## config.mk

```make
export PLATFORM = sky130hd
export DESIGN_NAME = quarter_sine_phase_folder
export DESIGN_NICKNAME = d
export VERILOG_FILES = /design/src/rtl/quarter_sine_phase_folder.sv
export SDC_FILE = /design/constraint.sdc
export NUM_CORES = 1
export LEC_CHECK = 0
export CELL_PAD_IN_SITES_DETAIL_PLACEMENT = 1
export CELL_PAD_IN_SITES_GLOBAL_PLACEMENT = 2
export CORE_UTILIZATION = 29
export DETAILED_ROUTE_END_ITERATION = 16
export PLACE_DENSITY = 0.79
export SYNTH_ARGS = -nofsm -noshare
export SYNTH_HDL_FRONTEND = slang
export SYNTH_SLANG_ARGS = --single-unit
```

## constraint.sdc

```tcl
create_clock -name clk -period 4.98 [get_ports clk]
set_input_delay 0.996 -clock clk [delete_from_list [all_inputs] [get_ports clk]]
set_output_delay 0.996 -clock clk [all_outputs]
set_load 0.1 [all_outputs]
```

## src/rtl/quarter_sine_phase_folder.sv

```systemverilog
// Phase accumulator and quadrant folder that drives a quarter-wave sine ROM
// and restores the sign of the returned magnitude into a full-wave sample.
module quarter_sine_phase_folder #(
    parameter int PHASE_WIDTH = 32,
    parameter int ADDR_WIDTH  = 9,
    parameter int DATA_WIDTH  = 16
) (
    input  logic                   clk,
    input  logic                   reset,
    input  logic                   sample_en,
    input  logic [PHASE_WIDTH-1:0] phase_inc,
    input  logic                   sync,
    input  logic [PHASE_WIDTH-1:0] phase_offset,
    output logic [ADDR_WIDTH-1:0]  rom_addr,
    input  logic [DATA_WIDTH-1:0]  rom_q,
    output logic [DATA_WIDTH:0]    sine_out,
    output logic                   out_valid
);

    logic [PHASE_WIDTH-1:0] acc;
    logic [PHASE_WIDTH-1:0] phase;
    logic [1:0]             quadrant;
    logic [ADDR_WIDTH-1:0]  idx;
    logic [ADDR_WIDTH-1:0]  addr_fold;
    logic [DATA_WIDTH:0]    mag;
    logic                   neg_a, neg_b;
    logic                   valid_a, valid_b;

    // A sync on the same cycle as a strobe makes the offset the lookup phase.
    assign phase     = sync ? phase_offset : acc;
    assign quadrant  = phase[PHASE_WIDTH-1:PHASE_WIDTH-2];
    assign idx       = phase[PHASE_WIDTH-3 -: ADDR_WIDTH];
    // 2^ADDR_WIDTH-1-idx is just the bitwise complement of idx.
    assign addr_fold = quadrant[0] ? ~idx : idx;
    assign mag       = {1'b0, rom_q};

    always_ff @(posedge clk) begin
        if (reset) begin
            acc <= '0;
        end else if (sample_en) begin
            acc <= phase + phase_inc;
        end else if (sync) begin
            acc <= phase_offset;
        end
    end

    always_ff @(posedge clk) begin
        if (reset) begin
            rom_addr <= '0;
            neg_a    <= 1'b0;
            valid_a  <= 1'b0;
        end else begin
            valid_a <= sample_en;
            if (sample_en) begin
                rom_addr <= addr_fold;
                neg_a    <= quadrant[1];
            end
        end
    end

    always_ff @(posedge clk) begin
        if (reset) begin
            neg_b   <= 1'b0;
            valid_b <= 1'b0;
        end else begin
            neg_b   <= neg_a;
            valid_b <= valid_a;
        end
    end

    always_ff @(posedge clk) begin
        if (reset) begin
            sine_out  <= '0;
            out_valid <= 1'b0;
        end else begin
            out_valid <= valid_b;
            if (valid_b) begin
                sine_out <= neg_b ? -mag : mag;
            end
        end
    end

endmodule

```

==> key figures, run 1 <==
Global routing
  • Total grt overflow: 0
  • Initial antenna violation count: 0
  • Number of global-route vias before repair: between 4,000 and 5,000
  • First-pass GRT wire length: around 25 mm
  • Largest net degree at the start of global routing: 48
  • Total Routing Usage GR: about a fifth

CTS
  • Clk_lat worst skew: 330 ps
  • PostCTS Resize Cnt: 0
  • Postcts setup bufs: 0
  • CTS max path bufs: 2
  • Sink Count: between 60 and 70
  • Clock Pin Slew Worst Setup and Hold Paths: ~60 ps
  • H-tree levels: 3
  • Clock tree from TritonCTS: built
  • Root buffer cell: clkbuf_16
  • # hold bufs at CTS: 0
  • Total CTS buffers: 9

Logic synthesis
  • Register bit total from synthesis: 63
  • Ys async rst share: 0%
  • Ys flop type: dfxtp_1
  • Ys Warns: 0
  • Yosys top cell area share: 27.3%
  • Post-Syn Nets: roughly 670
  • Yosys cell types: 57
  • Mapped Avg Cell Area: ~8.4 sq um
  • Synth cell count leaders: nor2_1 (70), dfxtp_1 (63), a211oi_1 (42)
  • Sequential element share of the synthesized area: 27.3%
  • Yosys top cell by area: dfxtp_1
  • EDFF count, synth: 0
  • Top post-synthesis cells by area: dfxtp_1 (27%), ha_1 (8.7%), a211oi_1 (6.8%)
  • Cells after synthesis: 550
  • Synthesized area: 4610 sq um
  • Most frequent cell after synthesis: nor2_1

Final layout
  • Core Util, Final: between 40% and 50%
  • Post-route cell area: around 6200 sq um
  • Fin nets: about 770
  • Diodes inserted: 0
  • Share of layout cells above drive strength 1: approximately a tenth
  • Fill count: between 1,500 and 2,000
  • Area Growth Syn to Fin: 35.0%
  • Multi-input logic area: around 3200 sq um
  • Register area: between 1000 and 1500 sq um

Place
  • Post-DP HPWL: ~12 mm
  • DP Area: between 5000 and 6000 sq um
  • GPL Wtd Cong: a little under 0.9
  • # port buffers: 110

Setup path
  • Crit path DAT: ~4300 ps
  • Startpoint types: input port
  • Critical Path RT: 5170 ps
  • Worst Path Max Fanout: 18
  • Crit path capture type: flop
  • Crit Path Category: in2reg

Power and ir drop
  • Logic pwr share: around two fifths
  • Pint: roughly 1.3 mW
  • Pwr/cell area: 320 nW/um^2
  • VDD IR max: between 0.15 and 0.2 mV
  • Net Sw Frac: between 30% and 40%
  • Psw: ~0.73 mW
  • Clock power frac: a little under a third
  • Static leakage power: 2.48 nW
  • Register share of total power: between 20% and 30%

Floorplan
  • # rows: between 40 and 50
  • IO Count: between 100 and 150
  • Die area: approximately 16,000 sq um
  • Die width: 128 um
  • Die H: between 100 and 150 um
  • Core ar.: between 15,000 and 20,000 sq um
  • Initial Utilization: roughly 30%

Route
  • Wire per inst: 17.8 um
  • Vias: about 4,500
  • DR vias/cell: between 5 and 6
  • First DRT Iteration DRCs: between 150 and 200
  • Final antenna-violating net count: 0
  • DRC violations left: 0
  • Final WL: 15.4 mm
  • DRT Pass-1 Iters: 6

Timing
  • Final min period: 4140 ps
  • Slew at the pin closest to its max-slew limit: ~1100 ps
  • Final hold violation count: 0
  • Clock Skews: roughly 6.4 ps
  • Final setup viols: 0
  • Max Fclk: roughly 240 MHz
  • Unrepaired setup endpoints after global routing: no
  • Period utilisation layout: 83.1%
  • Max-slew violation count: 0
  • Max-Slew Margin vs Limit: between 20 and 25%
  • Setup TNS: 0 ps

Flow run
  • Number of max-cap violations: 0

Outcome
  • Status: completed

Hold path
  • Type of the most critical hold path: reg2reg
[cells by family (layout without fill, tap and decap cells)]
group,after synthesis,count (layout),synth area share (%)
AND/OR/NAND/NOR,171,171,17.4
AO/OA/AOI/OAI,153,153,24.1
flip-flops,63,63,27.3
XOR/XNOR,44,44,8.36
multiplexers,43,43,10.1
buffers and inverters,43,152,3.50
adder cells (fa/ha/maj),33,33,9.12
[worst max-delay path, cell delays in order]
cell	delay [ps]
buf_2	450
buf_12	210
mux2_2	350
ha_1	380
nand2_1	120
nor2_1	300
nand4_1	160
a211oi_1	480
nor3_1	200
o31ai_1	370
mux2i_1	240
nor4_1	60
[cell usage in the layout (no fill, tap or decap), types with 13 or more instances in the layout]
master,count
xnor2_1,17
mux2_2,27
a21o_1,13
a211oi_1,42
nand2_1,30
ha_1,32
dfxtp_1,63
mux2i_1,15
clkdlybuf4s50_1,107
a21oi_1,33
xor2_1,27
o21ai_0,21
inv_1,19
nor2_1,70
[worst paths after layout]
path | from | cells after the start | slack, ps | end
worst max-delay path | sync | 12 | 840 | acc[30]$_SDFF_PP0_
worst min-delay path | valid_a$_SDFF_PP0_ | 1 | 440 | valid_b$_SDFF_PP0_
worst max register to register | acc[1]$_SDFF_PP0_ | 10 | 1850 | acc[31]$_SDFF_PP0_
worst min register to register | valid_a$_SDFF_PP0_ | 1 | 440 | valid_b$_SDFF_PP0_
[sequential cells by signal, indices dropped and copies added (netlist names)]
| register | count |
|---|---|
| acc | 32 |
| sine_out | 17 |
| rom_addr | 9 |
| neg_a | 1 |
| neg_b | 1 |
| out_valid | 1 |
| valid_a | 1 |
| valid_b | 1 |
[routing by layer]
layer,share of wire (%),GRT usage [%],up-vias,wire length [um]
met4,2.5,8.24,0,387
met5,0,0,-,0
met1,47,24.7,2191,7220
li1,-,-,2222,-
met2,48,33.1,102,7350
met3,3.1,2.21,24,483
[power by group through the flow]
| stage | registers (mW) | logic [mW] | clock network (mW) |
|---|---|---|---|
| 3_3_place_gp | 0.588 | 0.767 | 0 |
| 4_1_cts | 0.580 | 0.787 | 0.648 |
| 3_5_place_dp | 0.590 | 0.780 | 0 |
| 6_report | 0.579 | 0.786 | 0.630 |
| 5_1_grt | 0.584 | 0.855 | 0.670 |
| 2_1_floorplan | 0.683 | 0.451 | 0 |
[stage by stage]
stage | power (mW) | hold slack, ps | std cells | setup WS [ps]
final | 2.00 | 437 | 870 | 839
after global routing | 2.11 | 465 | 870 | 577
after CTS | 2.01 | 441 | 870 | 810
after detailed placement | 1.37 | 427 | 854 | 548
after global placement | 1.36 | 422 | 854 | 618
after floorplan | 1.13 | 414 | 550 | 846
[layout make-up]
| cell class | instances | share of cell area (%) |
|---|---|---|
| clock buffer | 10 | 3.68 |
| clock inverter | 6 | 0.985 |
| inverter | 19 | 1.15 |
| multi-input combinational | 444 | 51.2 |
| sequential | 63 | 20.3 |
| tap | 211 | 4.24 |
| timing repair buffer | 117 | 18.5 |
Power figures use the tool's default switching activity.
==> run 2, diff against run 1 <==
--- a/config.mk
+++ b/config.mk
@@ -7,9 +7,9 @@
 export LEC_CHECK = 0
 export CELL_PAD_IN_SITES_DETAIL_PLACEMENT = 1
 export CELL_PAD_IN_SITES_GLOBAL_PLACEMENT = 2
-export CORE_UTILIZATION = 29
+export CORE_UTILIZATION = 27
 export DETAILED_ROUTE_END_ITERATION = 16
-export PLACE_DENSITY = 0.79
+export PLACE_DENSITY = 0.77
 export SYNTH_ARGS = -nofsm -noshare
 export SYNTH_HDL_FRONTEND = slang
 export SYNTH_SLANG_ARGS = --single-unit
==> constraint.sdc (replaced) <==
create_clock -name clk -period 3.4 [get_ports clk]
set_input_delay 0.68 -clock clk [delete_from_list [all_inputs] [get_ports clk]]
set_output_delay 0.68 -clock clk [all_outputs]
set_load 0.1 [all_outputs]
==> run 2 against run 1 <==
Routed wire length rose by 7.7%. First-iteration DRC count fell by 16%. Via count increased by 8.0%. Worst setup slack worse by 780 ps. Die area increased by 7.3%. Register-to-register slack worse by 1400 ps. Power grew 66%. Clock power rose by 59%.
==> key figures, run 2 (synthesis gave the netlist of run 1 again) <==
Final layout
  • Fin nets: 883
  • Register area: about 1300 sq um
  • Multi-input logic area: around 3400 sq um
  • Share of layout cells above drive strength 1: around 28%
  • Area Growth Syn to Fin: 59.6%
  • Largest Register: acc
  • Commonest non-fill, non-tap cell in the layout: buf_4
  • Max reg flops: 32
  • Most frequent cells in the layout: buf_4 (124), clkdlybuf4s50_1 (95), nor2_1 (70)
  • Post-route cell area: between 7000 and 8000 sq um
  • Core Util, Final: between 40% and 50%
  • Diodes inserted: 0
  • Fill count: a little under 2,000
  • Regs by FF count: acc x32, sine_out x17, rom_addr x9

CTS
  • Total CTS buffers: 9
  • Clock Pin Slew Worst Setup and Hold Paths: 50 ps
  • H-tree levels: 3
  • Clock tree from TritonCTS: built
  • CTS max path bufs: 2
  • Clk_lat worst skew: 350 ps
  • Sink Count: 63
  • Root buffer cell: clkbuf_16

Timing
  • Final min period: about 3300 ps
  • Max-Slew Margin vs Limit: between 30 and 40%
  • Max Fclk: approximately 300 MHz
  • Max-slew violation count: 0
  • Setup TNS: 0 ps
  • Clock Skews: about 9.6 ps
  • Unrepaired setup endpoints after global routing: no
  • Final setup viols: 0
  • WHS: ~450 ps
  • Final hold violation count: 0
  • Slew at the pin closest to its max-slew limit: about 1000 ps
  • Period utilisation layout: a little over nine tenths

Setup path
  • CP Capture Point: acc[31]$_SDFF_PP0_
  • Critical Path RT: about 3600 ps
  • Reg2Reg Setup Slack: ~420 ps
  • Startpoint types: input port
  • Crit path capture type: flop
  • Crit-path cells: clkdlybuf4s50_1 > mux2_4 > ha_4 > or3_4 > o211a_4 > o31ai_4 > a21oi_2 > o41ai_2 > mux2i_1 > mux2_2
  • Worst Path Max Fanout: 3
  • Crit path DAT: roughly 3600 ps
  • Critical Path Slowest Stage Cell: clkdlybuf4s50_1
  • Reg2Reg Depth: 11
  • Critical R2R Launch: acc[0]$_SDFF_PP0_
  • CP max stage delay: approximately 400 ps
  • Reg2reg end: acc[31]$_SDFF_PP0_
  • Crit Path Category: in2reg
  • Setup crit start: phase_offset[4]

Floorplan
  • Die width: ~130 um
  • Die H: 133 um
  • Initial Utilization: approximately 28%
  • Core ar.: around 17,000 sq um
  • IO Count: 111
  • Die area: around 18,000 sq um
  • # rows: 47

Route
  • Vias: 4,902
  • DRT Pass-1 Iters: 4
  • Wire per inst: around 17 um
  • Final antenna-violating net count: 0
  • DRC violations left: 0
  • Final WL: 16.6 mm
  • DR vias/cell: 4.95
  • First DRT Iteration DRCs: 158

Place
  • Post-DP HPWL: 13.0 mm
  • # port buffers: 110
  • DP Area: between 6000 and 7000 sq um
  • GPL Wtd Cong: between 0.8 and 0.9

Global routing
  • Largest net degree at the start of global routing: between 50 and 60
  • Initial antenna violation count: 0
  • Total Routing Usage GR: 19.6%
  • Number of global-route vias before repair: approximately 5,300
  • First-pass GRT wire length: approximately 27 mm
  • Total grt overflow: 0

Power and ir drop
  • Pwr/cell area: roughly 450 nW/um^2
  • VDD IR max: between 0.2 and 0.25 mV
  • Static leakage power: ~3.1 nW

Outcome
  • Status: completed

Hold path
  • Type of the most critical hold path: reg2reg

Flow run
  • Number of max-cap violations: 0
run 2: critical path, delay by kind of cell:
family	cells	cell delay, ps
fa+ha+maj	1	180
buf+inv	1	400
simple gates	1	400
compound gates	4	970
mux	3	940
run 2: worst min path at each step:
stage | start | end | slack, ps | cells past startpoint
floorplan | valid_a$_SDFF_PP0_ | valid_b$_SDFF_PP0_ | 410 | 1
global placement | valid_a$_SDFF_PP0_ | valid_b$_SDFF_PP0_ | 420 | 1
detailed placement | valid_a$_SDFF_PP0_ | valid_b$_SDFF_PP0_ | 440 | 1
CTS | valid_a$_SDFF_PP0_ | valid_b$_SDFF_PP0_ | 450 | 1
global route | valid_a$_SDFF_PP0_ | valid_b$_SDFF_PP0_ | 470 | 1
finish | valid_a$_SDFF_PP0_ | valid_b$_SDFF_PP0_ | 450 | 1
run 2: power breakdown:
group	internal, mW	switching, mW	total (mW)
registers	0.814	0.0323	0.846
logic	0.697	0.761	1.46
clock network	0.636	0.368	1.00
total	2.15	1.16	3.31
run 2: per-layer routing:
metal,track usage [%],share of wire [%]
met1,23.3,45
met3,3.14,2.8
met2,35.8,51
met4,6.19,1.5
met5,0,0
run 2: cell type report:
type | count | area share (%)
Inverter | 19 | 0.969
Clock inverter | 6 | 1.17
Timing Repair Buffer | 229 | 27.4
Multi-Input combinational cell | 444 | 46.5
Tap cell | 220 | 3.74
Sequential cell | 63 | 17.1
Clock buffer | 9 | 3.06
run 2: repair_timing:
action	4_1_cts	5_1_grt
resized for setup	8	27
pin swaps	7	14
hold buffers	0	0
setup buffers	2	5
setup endpoints to repair	4	8
cloned	0	1
run 2: through the flow:
stage	cells	setup WS (ps)	power [mW]
final	990	58.6	3.31
after global routing	990	4.70	3.51
after CTS	984	18.7	3.31
after detailed placement	967	-416	2.26
after global placement	967	-330	2.22
after floorplan	550	-28.4	1.69
